$ cat src/rtl/univ_shift_reg_pkg.sv
`default_nettype none
// ============================================================================
// Module   : univ_shift_pkg
// Purpose  : Shared encodings for the universal shift register. This covers
//            the command opcodes, the FSM states and a helper that classifies
//            opcodes.
// Ports    : none (package)
// Config   : MATCH_DETECT_EN is not used here
// Revision : 1.0 - initial release
// ============================================================================
package univ_shift_pkg;

  // Command opcodes. Codes 6 and 7 are reserved and execute as HOLD.
  typedef enum logic [2:0] {
    OP_HOLD = 3'd0,
    OP_LOAD = 3'd1,
    OP_SHR  = 3'd2,
    OP_SHL  = 3'd3,
    OP_ROTR = 3'd4,
    OP_ROTL = 3'd5
  } op_e;

  typedef enum logic [1:0] {
    ST_IDLE = 2'd0,
    ST_EXEC = 2'd1,
    ST_DONE = 2'd2
  } state_e;

  // Opcodes that step once per edge, for as many edges as the command count.
  function automatic logic is_shift_op(input logic [2:0] op);
    logic r;
    case (op)
      OP_SHR, OP_SHL, OP_ROTR, OP_ROTL: r = 1'b1;
      default:                          r = 1'b0;
    endcase
    return r;
  endfunction

endpackage
`default_nettype wire

$ cat src/rtl/univ_shift_reg_if.sv
`default_nettype none
// ============================================================================
// Module   : univ_shift_reg_if
// Purpose  : Command / data bundle between the pattern generator (master)
//            and the universal shift register (slave).
// Signals  : cmd_valid, cmd_ready, cmd_op[2:0], cmd_cnt[CNT_W-1:0],
//            par_in[WIDTH-1:0], ser_in, q[WIDTH-1:0], ser_out, busy, done
//            and, with MATCH_DETECT_EN, match_pat[WIDTH-1:0] and match.
// Config   : MATCH_DETECT_EN adds the match_pat and match signals.
// Revision : 1.0 - initial release
// ============================================================================
interface univ_shift_reg_if #(
  parameter int WIDTH = 8,
  parameter int CNT_W = 4
);
  logic             cmd_valid;
  logic             cmd_ready;
  logic [2:0]       cmd_op;
  logic [CNT_W-1:0] cmd_cnt;
  logic [WIDTH-1:0] par_in;
  logic             ser_in;
  logic [WIDTH-1:0] q;
  logic             ser_out;
  logic             busy;
  logic             done;
`ifdef MATCH_DETECT_EN
  logic [WIDTH-1:0] match_pat;
  logic             match;

  modport master (
    output cmd_valid, cmd_op, cmd_cnt, par_in, ser_in, match_pat,
    input  cmd_ready, q, ser_out, busy, done, match
  );
  modport slave (
    input  cmd_valid, cmd_op, cmd_cnt, par_in, ser_in, match_pat,
    output cmd_ready, q, ser_out, busy, done, match
  );
`else
  modport master (
    output cmd_valid, cmd_op, cmd_cnt, par_in, ser_in,
    input  cmd_ready, q, ser_out, busy, done
  );
  modport slave (
    input  cmd_valid, cmd_op, cmd_cnt, par_in, ser_in,
    output cmd_ready, q, ser_out, busy, done
  );
`endif
endinterface
`default_nettype wire

$ cat src/rtl/univ_shift_reg_dp.sv
`default_nettype none
// ============================================================================
// Module   : univ_shift_dp
// Purpose  : Combinational single-step datapath. Given the current register
//            value, it produces the next register value and the next serial
//            output for one opcode.
// Ports    : i_op[2:0], i_q[WIDTH-1:0], i_ser_cur, i_ser_in,
//            i_par[WIDTH-1:0] -> o_q_nxt[WIDTH-1:0], o_ser_nxt
// Config   : MATCH_DETECT_EN is not used here
// Revision : 1.0 - initial release
// ============================================================================
module univ_shift_dp
  import univ_shift_pkg::*;
#(
  parameter int WIDTH = 8
) (
  input  wire logic [2:0]       i_op,
  input  wire logic [WIDTH-1:0] i_q,
  input  wire logic             i_ser_cur,
  input  wire logic             i_ser_in,
  input  wire logic [WIDTH-1:0] i_par,
  output logic      [WIDTH-1:0] o_q_nxt,
  output logic                  o_ser_nxt
);

  always_comb begin
    o_q_nxt   = i_q;
    o_ser_nxt = i_ser_cur;
    case (i_op)
      OP_LOAD: o_q_nxt = i_par;
      OP_SHR: begin
        o_q_nxt   = {i_ser_in, i_q[WIDTH-1:1]};
        o_ser_nxt = i_q[0];
      end
      OP_SHL: begin
        o_q_nxt   = {i_q[WIDTH-2:0], i_ser_in};
        o_ser_nxt = i_q[WIDTH-1];
      end
      // Rotates re-inject the leaving bit, which is also reported on ser_out.
      OP_ROTR: begin
        o_q_nxt   = {i_q[0], i_q[WIDTH-1:1]};
        o_ser_nxt = i_q[0];
      end
      OP_ROTL: begin
        o_q_nxt   = {i_q[WIDTH-2:0], i_q[WIDTH-1]};
        o_ser_nxt = i_q[WIDTH-1];
      end
      default: begin
        o_q_nxt   = i_q;
        o_ser_nxt = i_ser_cur;
      end
    endcase
  end

endmodule
`default_nettype wire

$ cat src/rtl/univ_shift_reg.sv
`default_nettype none
// ============================================================================
// Module   : univ_shift_reg
// Purpose  : Command-driven universal shift register. It supports hold, load,
//            shift right and left, and rotate right and left, each with a
//            programmable step count. Completion is reported with a
//            one-cycle done pulse.
// Ports    : clk, rst (sync, active-high), bus (univ_shift_reg_if.slave):
//            cmd_valid/cmd_ready handshake, cmd_op, cmd_cnt, par_in, ser_in
//            -> q, ser_out, busy, done [, match_pat -> match]
// Config   : MATCH_DETECT_EN adds a registered compare of q against match_pat.
// Revision : 1.0 - initial release
// ============================================================================
module univ_shift_reg
  import univ_shift_pkg::*;
#(
  parameter int WIDTH = 8,
  parameter int CNT_W = 4
) (
  input wire logic         clk,
  input wire logic         rst,
  univ_shift_reg_if.slave  bus
);

  state_e           state_q, state_d;
  logic [2:0]       op_q,    op_d;
  logic [CNT_W-1:0] cnt_q,   cnt_d;
  logic [WIDTH-1:0] par_q,   par_d;
  logic [WIDTH-1:0] sr_q,    sr_d;
  logic             ser_q,   ser_d;

  logic [WIDTH-1:0] w_dp_q;
  logic             w_dp_ser;

  univ_shift_dp #(.WIDTH(WIDTH)) u_dp (
    .i_op      (op_q),
    .i_q       (sr_q),
    .i_ser_cur (ser_q),
    .i_ser_in  (bus.ser_in),
    .i_par     (par_q),
    .o_q_nxt   (w_dp_q),
    .o_ser_nxt (w_dp_ser)
  );

  always_comb begin
    state_d = state_q;
    op_d    = op_q;
    cnt_d   = cnt_q;
    par_d   = par_q;
    sr_d    = sr_q;
    ser_d   = ser_q;
    case (state_q)
      ST_IDLE: begin
        if (bus.cmd_valid) begin
          state_d = ST_EXEC;
          op_d    = bus.cmd_op;
          cnt_d   = bus.cmd_cnt;
          par_d   = bus.par_in;
        end
      end
      ST_EXEC: begin
        if (op_q == OP_LOAD) begin
          sr_d    = w_dp_q;
          state_d = ST_DONE;
        end else if (is_shift_op(op_q) && (cnt_q != '0)) begin
          // One step per edge. The edge that performs the last step moves to DONE.
          sr_d  = w_dp_q;
          ser_d = w_dp_ser;
          cnt_d = cnt_q - CNT_W'(1);
          if (cnt_q == CNT_W'(1)) begin
            state_d = ST_DONE;
          end
        end else begin
          // HOLD, reserved opcodes and zero-count shifts complete immediately.
          state_d = ST_DONE;
        end
      end
      ST_DONE: state_d = ST_IDLE;
      default: state_d = ST_IDLE;
    endcase
  end

  always_ff @(posedge clk) begin
    if (rst) begin
      state_q <= ST_IDLE;
      op_q    <= '0;
      cnt_q   <= '0;
      par_q   <= '0;
      sr_q    <= '0;
      ser_q   <= 1'b0;
    end else begin
      state_q <= state_d;
      op_q    <= op_d;
      cnt_q   <= cnt_d;
      par_q   <= par_d;
      sr_q    <= sr_d;
      ser_q   <= ser_d;
    end
  end

  assign bus.q         = sr_q;
  assign bus.ser_out   = ser_q;
  assign bus.cmd_ready = (state_q == ST_IDLE);
  assign bus.busy      = (state_q != ST_IDLE);
  assign bus.done      = (state_q == ST_DONE);

`ifdef MATCH_DETECT_EN
  logic match_q, match_d;

  // The compare is registered, so match follows a change of q by one cycle.
  always_comb begin
    match_d = (sr_q == bus.match_pat);
  end

  always_ff @(posedge clk) begin
    if (rst) begin
      match_q <= 1'b0;
    end else begin
      match_q <= match_d;
    end
  end

  assign bus.match = match_q;
`endif

endmodule
`default_nettype wire

$ cat src/flat_wrapper.sv
// flat-port wrapper written by rule: the top's interface ports become plain ports
module univ_shift_reg_flat import univ_shift_pkg::*;
#(
  parameter int WIDTH = 8,
  parameter int CNT_W = 4
)
  (clk, rst, bus_cmd_valid, bus_cmd_op, bus_cmd_cnt, bus_par_in, bus_ser_in, bus_cmd_ready, bus_q, bus_ser_out, bus_busy, bus_done);
  univ_shift_reg_if #(.WIDTH(WIDTH), .CNT_W(CNT_W)) bus_i ();
  input wire logic clk;
  input wire logic rst;
  input wire logic [$bits(bus_i.cmd_valid)-1:0] bus_cmd_valid;
  input wire logic [$bits(bus_i.cmd_op)-1:0] bus_cmd_op;
  input wire logic [$bits(bus_i.cmd_cnt)-1:0] bus_cmd_cnt;
  input wire logic [$bits(bus_i.par_in)-1:0] bus_par_in;
  input wire logic [$bits(bus_i.ser_in)-1:0] bus_ser_in;
  output wire logic [$bits(bus_i.cmd_ready)-1:0] bus_cmd_ready;
  output wire logic [$bits(bus_i.q)-1:0] bus_q;
  output wire logic [$bits(bus_i.ser_out)-1:0] bus_ser_out;
  output wire logic [$bits(bus_i.busy)-1:0] bus_busy;
  output wire logic [$bits(bus_i.done)-1:0] bus_done;
  assign bus_i.cmd_valid = bus_cmd_valid;
  assign bus_i.cmd_op = bus_cmd_op;
  assign bus_i.cmd_cnt = bus_cmd_cnt;
  assign bus_i.par_in = bus_par_in;
  assign bus_i.ser_in = bus_ser_in;
  assign bus_cmd_ready = bus_i.cmd_ready;
  assign bus_q = bus_i.q;
  assign bus_ser_out = bus_i.ser_out;
  assign bus_busy = bus_i.busy;
  assign bus_done = bus_i.done;
  univ_shift_reg #(.WIDTH(WIDTH), .CNT_W(CNT_W)) u_core (.clk(clk), .rst(rst), .bus(bus_i));
endmodule
$ cat config.mk
export PLATFORM = sky130hd
export DESIGN_NAME = univ_shift_reg_flat
export DESIGN_NICKNAME = d
export VERILOG_FILES = /design/src/rtl/univ_shift_reg_pkg.sv /design/src/rtl/univ_shift_reg_if.sv /design/src/rtl/univ_shift_reg_dp.sv /design/src/rtl/univ_shift_reg.sv /design/src/flat_wrapper.sv
export SDC_FILE = /design/constraint.sdc
export NUM_CORES = 1
export LEC_CHECK = 0
export CAP_MARGIN = 20
export CORE_ASPECT_RATIO = 0.9
export CORE_MARGIN = 4
export CORE_UTILIZATION = 29
export CTS_BUF_LIST = sky130_fd_sc_hd__clkbuf_2
export DETAILED_ROUTE_END_ITERATION = 8
export SLEW_MARGIN = 15
export SYNTH_ARGS = -nofsm -noshare
export SYNTH_HDL_FRONTEND = slang
export SYNTH_SLANG_ARGS = --single-unit
export TNS_END_PERCENT = 20
$ cat constraint.sdc
create_clock -name clk -period 1.4 [get_ports clk]
set_input_delay 0.14 -clock clk [delete_from_list [all_inputs] [get_ports clk]]
set_output_delay 0.14 -clock clk [all_outputs]
set_load 0.01 [all_outputs]
# Word level (Yosys, flattened, before mapping)
# Cells that the tools add are included.
# classes
add_sub_neg	1
n_eq_ne	12
muxes	16
bitwise	1
n_reduce_logical	15
# op_table
cell	count
$pmux W8 S5	1
$mux W8	2
$mux W4	3
$mux W2	4
$pmux W4 S2	1
$reduce_and A4 Y1	2
$reduce_bool A2 Y1	4
$eq A3 B2 Y1 const B	2
$eq A3 B3 Y1 const B	2
$reduce_and A2 Y1	3
$eq A4 B1 Y1 const B	1
$ne A2 B2 Y1 const B	2
$ne A4 B3 Y1 const B	1
$pmux W2 S2	1
$reduce_bool A4 Y1	1
$reduce_or A2 Y1	2
$reduce_or A4 Y1	1
$sub A4 B1 Y4 const B	1
$eq A3 B1 Y1 const B	1
$mux W1	3
$eq A2 B1 Y1 const B	1
$eq A2 B2 Y1 const B	1
$logic_not A2 Y1	1
$ne A2 B1 Y1 const B	1
3 further kinds	3
# word_totals
register_bits	26
wordCells	51

# Logic depth before layout (Yosys ltp)
# logic_depth
word_depth	9
mapped_depth	7
mapped_depth_nobuf	6

# Hierarchy
# A second synthesis with hierarchy kept.
# unflattened
cells_unflattened	204
area_unflattened_um2	1729.2
# by_module_without_submodules
module	n_inst	cells_each	area_each_um2
univ_shift_reg	1	137	1152.4
univ_shift_dp	1	67	576.8

# Least setup slack after synthesis
# No wires, ideal clock.
# synth_timing
path_type	register -> register
from	register u_core.cnt_q[0]
to	register u_core.cnt_q[0]
setup_time_ns	0.101
arrival_ns	1.484
slack_ns	-0.185
path_stages_with_launch	7
n_path_buf	0
path_cell_list	dfxtp_1 inv_1 ha_1 nor3b_4 nor3_4 or4_1 o41ai_1
# synth_via
elab_chain_len	4
# synth_lines
item	line_no	rtl
start, declared	univ_shift_reg.sv:27	logic [CNT_W-1:0] cnt_q, cnt_d;
start signal, assigned	univ_shift_reg.sv:94	cnt_q <= cnt_d;
$sub A4 B1 Y4 / $reduce_bool A4 Y1 (equally long branches)	univ_shift_reg.sv:69, univ_shift_reg.sv:65	
$mux W4 / $logic_and A1 B1 Y1 (equally long branches)	univ_shift_reg.sv:65	end else if (is_shift_op(op_q) && (cnt_q != '0)) begin
$mux W4 / $ne A2 B1 Y1 (equally long branches)	n/a	
$pmux W4 S2 / $reduce_and A4 Y1 (equally long branches)	n/a	
# Parallel ways exist; a longest one is shown, timed or not. The select of a mux whose other input is x is not followed.
# A chain may end at the register's enable or synchronous reset.

# Worst setup path in the final report
# layout_timing
from	register u_core.cnt_q[0]
to	register u_core.sr_q[7], in the netlist u_core.bus.q[7]
# layout_via
elab_chain_len	4
# layout_lines
item	line_no	rtl
$reduce_bool A4 Y1	univ_shift_reg.sv:65	
$logic_and A1 B1 Y1	univ_shift_reg.sv:65	
$reduce_bool A2 Y1 (no source line)	n/a	
$reduce_and A2 Y1 (no source line)	n/a	
end signal, assigned	univ_shift_reg.sv:96	sr_q <= sr_d;
end, declared	univ_shift_reg.sv:29	logic [WIDTH-1:0] sr_q, sr_d;
# No other way between the ends.

==> impl_results.md <==
* Vias at roughly 1.4k
* Cell taking the most area after synthesis: dfxtp_1
* CTS Hold Bufs at 0
* Non-Filler Instances at around 290
* Setup_tns at -1.26 ns
* Max-Cap Viols at 0
* Crit path buffers/inverters at 1
* Iter 0 DRT Violations at around 110
* WL per Instance at between 10 and 15 µm
* Final min period at between 1.5 and 2 ns
* Cell count after placement at 276
* Die X at 82.1 µm
* Area share of the largest cell type after synthesis at 0.364
* Skew final at around 0.010 ns
* Synthesized area at about 1400 µm²
* Htree depth at 1
* Synth Flop Type: dfxtp_1
* HPWL after DPL at between 2 and 3 mm
* M3 GR Usage at 0.0263
* Critical-path top delay cell: o32a_4
* Placed instance area at between 1500 and 2000 µm²
* Drc violations at 0
* Avg Vias per Cell at 4.91
* Status: complete, but fails checks
* Maximum root-to-sink buffer count at 2
* Grt met1 use at 0.186
* Stages on worst setup path at 6
* Failing checks: setup timing
* Row count at 23
* Ratio of cells with drive above 1 in the final layout at 0.341
* Setup WS pre-CTS at -0.161 ns
* Pre-antenna DRT Iters at 4
* Largest cells by area after synthesis: dfxtp_1 36%, nand2_1 9.2%, a21oi_1 7.7%, mux2i_1 7.0%, o2111ai_1 3.7%
* Non-Filler Cell Area, Final at around 2100 µm²
* Tcrit/Tclk final at 1.09
* I/O pins at 31
* CP max stage delay at between 0.4 and 0.5 ns
* Syn_nets at 195
* Worst EP required at between 1.5 and 2 ns
* First-pass GRT wire length at just over 6 mm
* Crit path max-delay family: compound AO/OA/AOI/OAI gates
* CP endpoint kind: flop
* CP Cell Sequence: inv_2 -> ha_4 -> nor4bb_4 -> o32a_4 -> nor3_2 -> a211oi_1
* Root Buffer: clkbuf_2
* Critical Path Sink: u_core.bus.q[7]
* Initial antenna violation count at 0
* Syn_area_per_cell at 8.23 µm²
* Post-DRT Antenna Nets at 0
* Die height at 74.7 µm
* Static leakage power at roughly 0.83 nW
* R2R cell count at 6
* Final WL at roughly 4.0 mm
* VDD IR max at 527 µV
* Final Hold Violating Endpoints at 0
* R2r endpoint: u_core.bus.q[7]
* Reg2reg start: u_core.cnt_q[0]
* Post-synth cell types at 41
* Setup crit start: u_core.cnt_q[0]
* Crit-path max FO at 8
* Area Overhead vs Synth at 49.0%
* Post-synth EDFFs at 0
* Top Usage Layer GRT: met2
* Clock-pin slew on the worst setup and hold paths at 0.26 ns
* Worst min path class: in -> reg
* CP arrival at approximately 1.8 ns
* CTS buffer count at 3
* Ant diodes at 0
* Sequential area share after synthesis at 0.364
* Asr flop ratio synth at 0
* R2R setup slack at -0.13 ns
* Die area at approximately 6000 µm²
* Final setup viols at 14
* Grt ovf at 0
* Worst skew pair latency at 0.37 ns
* Max Slew Vio Count at 0
* Port Buffers at 30
* Gate Count Post-Synth at ~170
* Yosys reg bits at 26
* Final nets at about 250
* Slew HR at 0.753
* Setup CP Type: reg -> reg
* M2 GR Usage at 0.204
* Gpl congestion at 0.797
* Startpoint types: flop
* Core area at 4600 µm²
* Yosys warnings at 0
* F_max at ~0.65 GHz
* Slew at the pin closest to its max-slew limit at roughly 0.37 ns
* Number of global-route vias before repair at 1281
* Largest net degree at the start of global routing at 27
* RSZ-0062 raised after global routing: yes
* CTS tree: yes
* Final WS setup at -0.132 ns
* Initial Util at 0.311
* All-layer global routing usage at 0.131
* CTS Sinks at 26
* PwrDens at a little over 900 nW/µm²
==> power breakdown <==
part / internal [mW] / leakage [nW] / total [mW] / switching (mW)
combinational: 0.320 / 0.585 / 0.619 / 0.299
sequential: 0.791 / 0.219 / 0.839 / 0.0472
clock: 0.246 / 0.0266 / 0.482 / 0.237
==> layout by cell type (no fill, tap or decap), types with 2 or more instances in the layout <==
master and n:
a211oi_1 3, a211oi_2 2, a21oi_1 20, a21oi_2 2, buf_12 2, buf_4 22
buf_6 5, clkbuf_2 5, clkdlybuf4s50_1 19, dfxtp_1 11, dfxtp_2 15, dlygate4sd2_1 7
inv_2 3, mux2i_1 10, nand2_1 35, nand2b_1 2, nand3_1 2, nor2_1 9
nor2b_1 2, nor3_1 2, nor3_2 3, o2111ai_1 5, o211ai_1 2, o21ai_1 6
==> per-layer routing <==
metal,up-vias,wire length (µm)
met3,2,130
li1,723,-
met5,-,0
met2,24,1760
met4,0,36
met1,649,2030
==> cells in the mapped netlist (all sizes together) (4+ instances only) <==
cell type,n
a211oi,5
a21oi,22
buf,8
clkbuf,6
dfxtp,26
inv,4
mux2i,10
nand2,35
nor2,10
nor3,6
o2111ai,6
o21ai,6
==> logic make-up (layout without fill, tap and decap cells) <==
kind of cell | count (synthesis) | in the layout | share of synthesized area
simple gates | 67 | 67 | 0.240
buf+inv | 18 | 67 | 0.0577
fa+ha+maj | 2 | 2 | 0.0175
compound gates | 49 | 49 | 0.233
flops | 26 | 26 | 0.364
xor+xnor | 2 | 2 | 0.0175
mux | 10 | 10 | 0.0699
==> tightest hold or removal path, cell delays in order <==
cell	delay [ns]
clkdlybuf4s50_1	0.40
nand2_1	0.05
a21oi_1	0.05
==> what timing repair did <==
action,4_1_cts,5_1_grt
pin swaps,8,8
setup buffers,5,0
endpoints found under the setup margin,27,30
resized for setup,40,14
==> sequential cells by signal (all words and copies together), names as in the netlist <==
| signal | cells |
|---|---|
| u_core.par_q | 8 |
| u_core.bus.q | 8 |
| u_core.op_q | 3 |
| u_core.state_q | 2 |
| u_core.cnt_q | 4 |
| u_core.bus.ser_out | 1 |
==> worst min path at each step <==
stage                          startpoint              end  depth (start not counted)
after floorplan             bus_par_in[1]  u_core.par_q[1]                          2
after global placement    u_core.par_q[4]  u_core.par_q[4]                          2
after detailed placement  u_core.par_q[4]  u_core.par_q[4]                          2
after CTS                   bus_cmd_op[0]   u_core.op_q[0]                          3
after global routing        bus_par_in[4]  u_core.par_q[4]                          3
final                       bus_cmd_op[0]   u_core.op_q[0]                          3
==> final cells by class <==
| cell class | count | area (µm²) |
|---|---|---|
| clock inverter | 1 | 30.0 |
| fill | 469 | 2470 |
| clock buffer | 3 | 15.0 |
| timing repair buffer | 59 | 541 |
| tap | 62 | 77.6 |
| sequential | 26 | 539 |
| multi-input combinational | 130 | 916 |
| inverter | 4 | 15.0 |
==> metrics by stage <==
stage / hold WS (ns) / util / total power [mW]
after floorplan: 0.276 / - / 1.17
after detailed placement: 0.466 / 0.430 / 1.40
after CTS: 0.252 / 0.459 / 1.94
after global routing: 0.231 / 0.463 / 2.04
final: 0.286 / 0.463 / 1.94
after global placement: 0.463 / 0.430 / 1.40
Note: power is estimated with default switching activity, not from simulation.
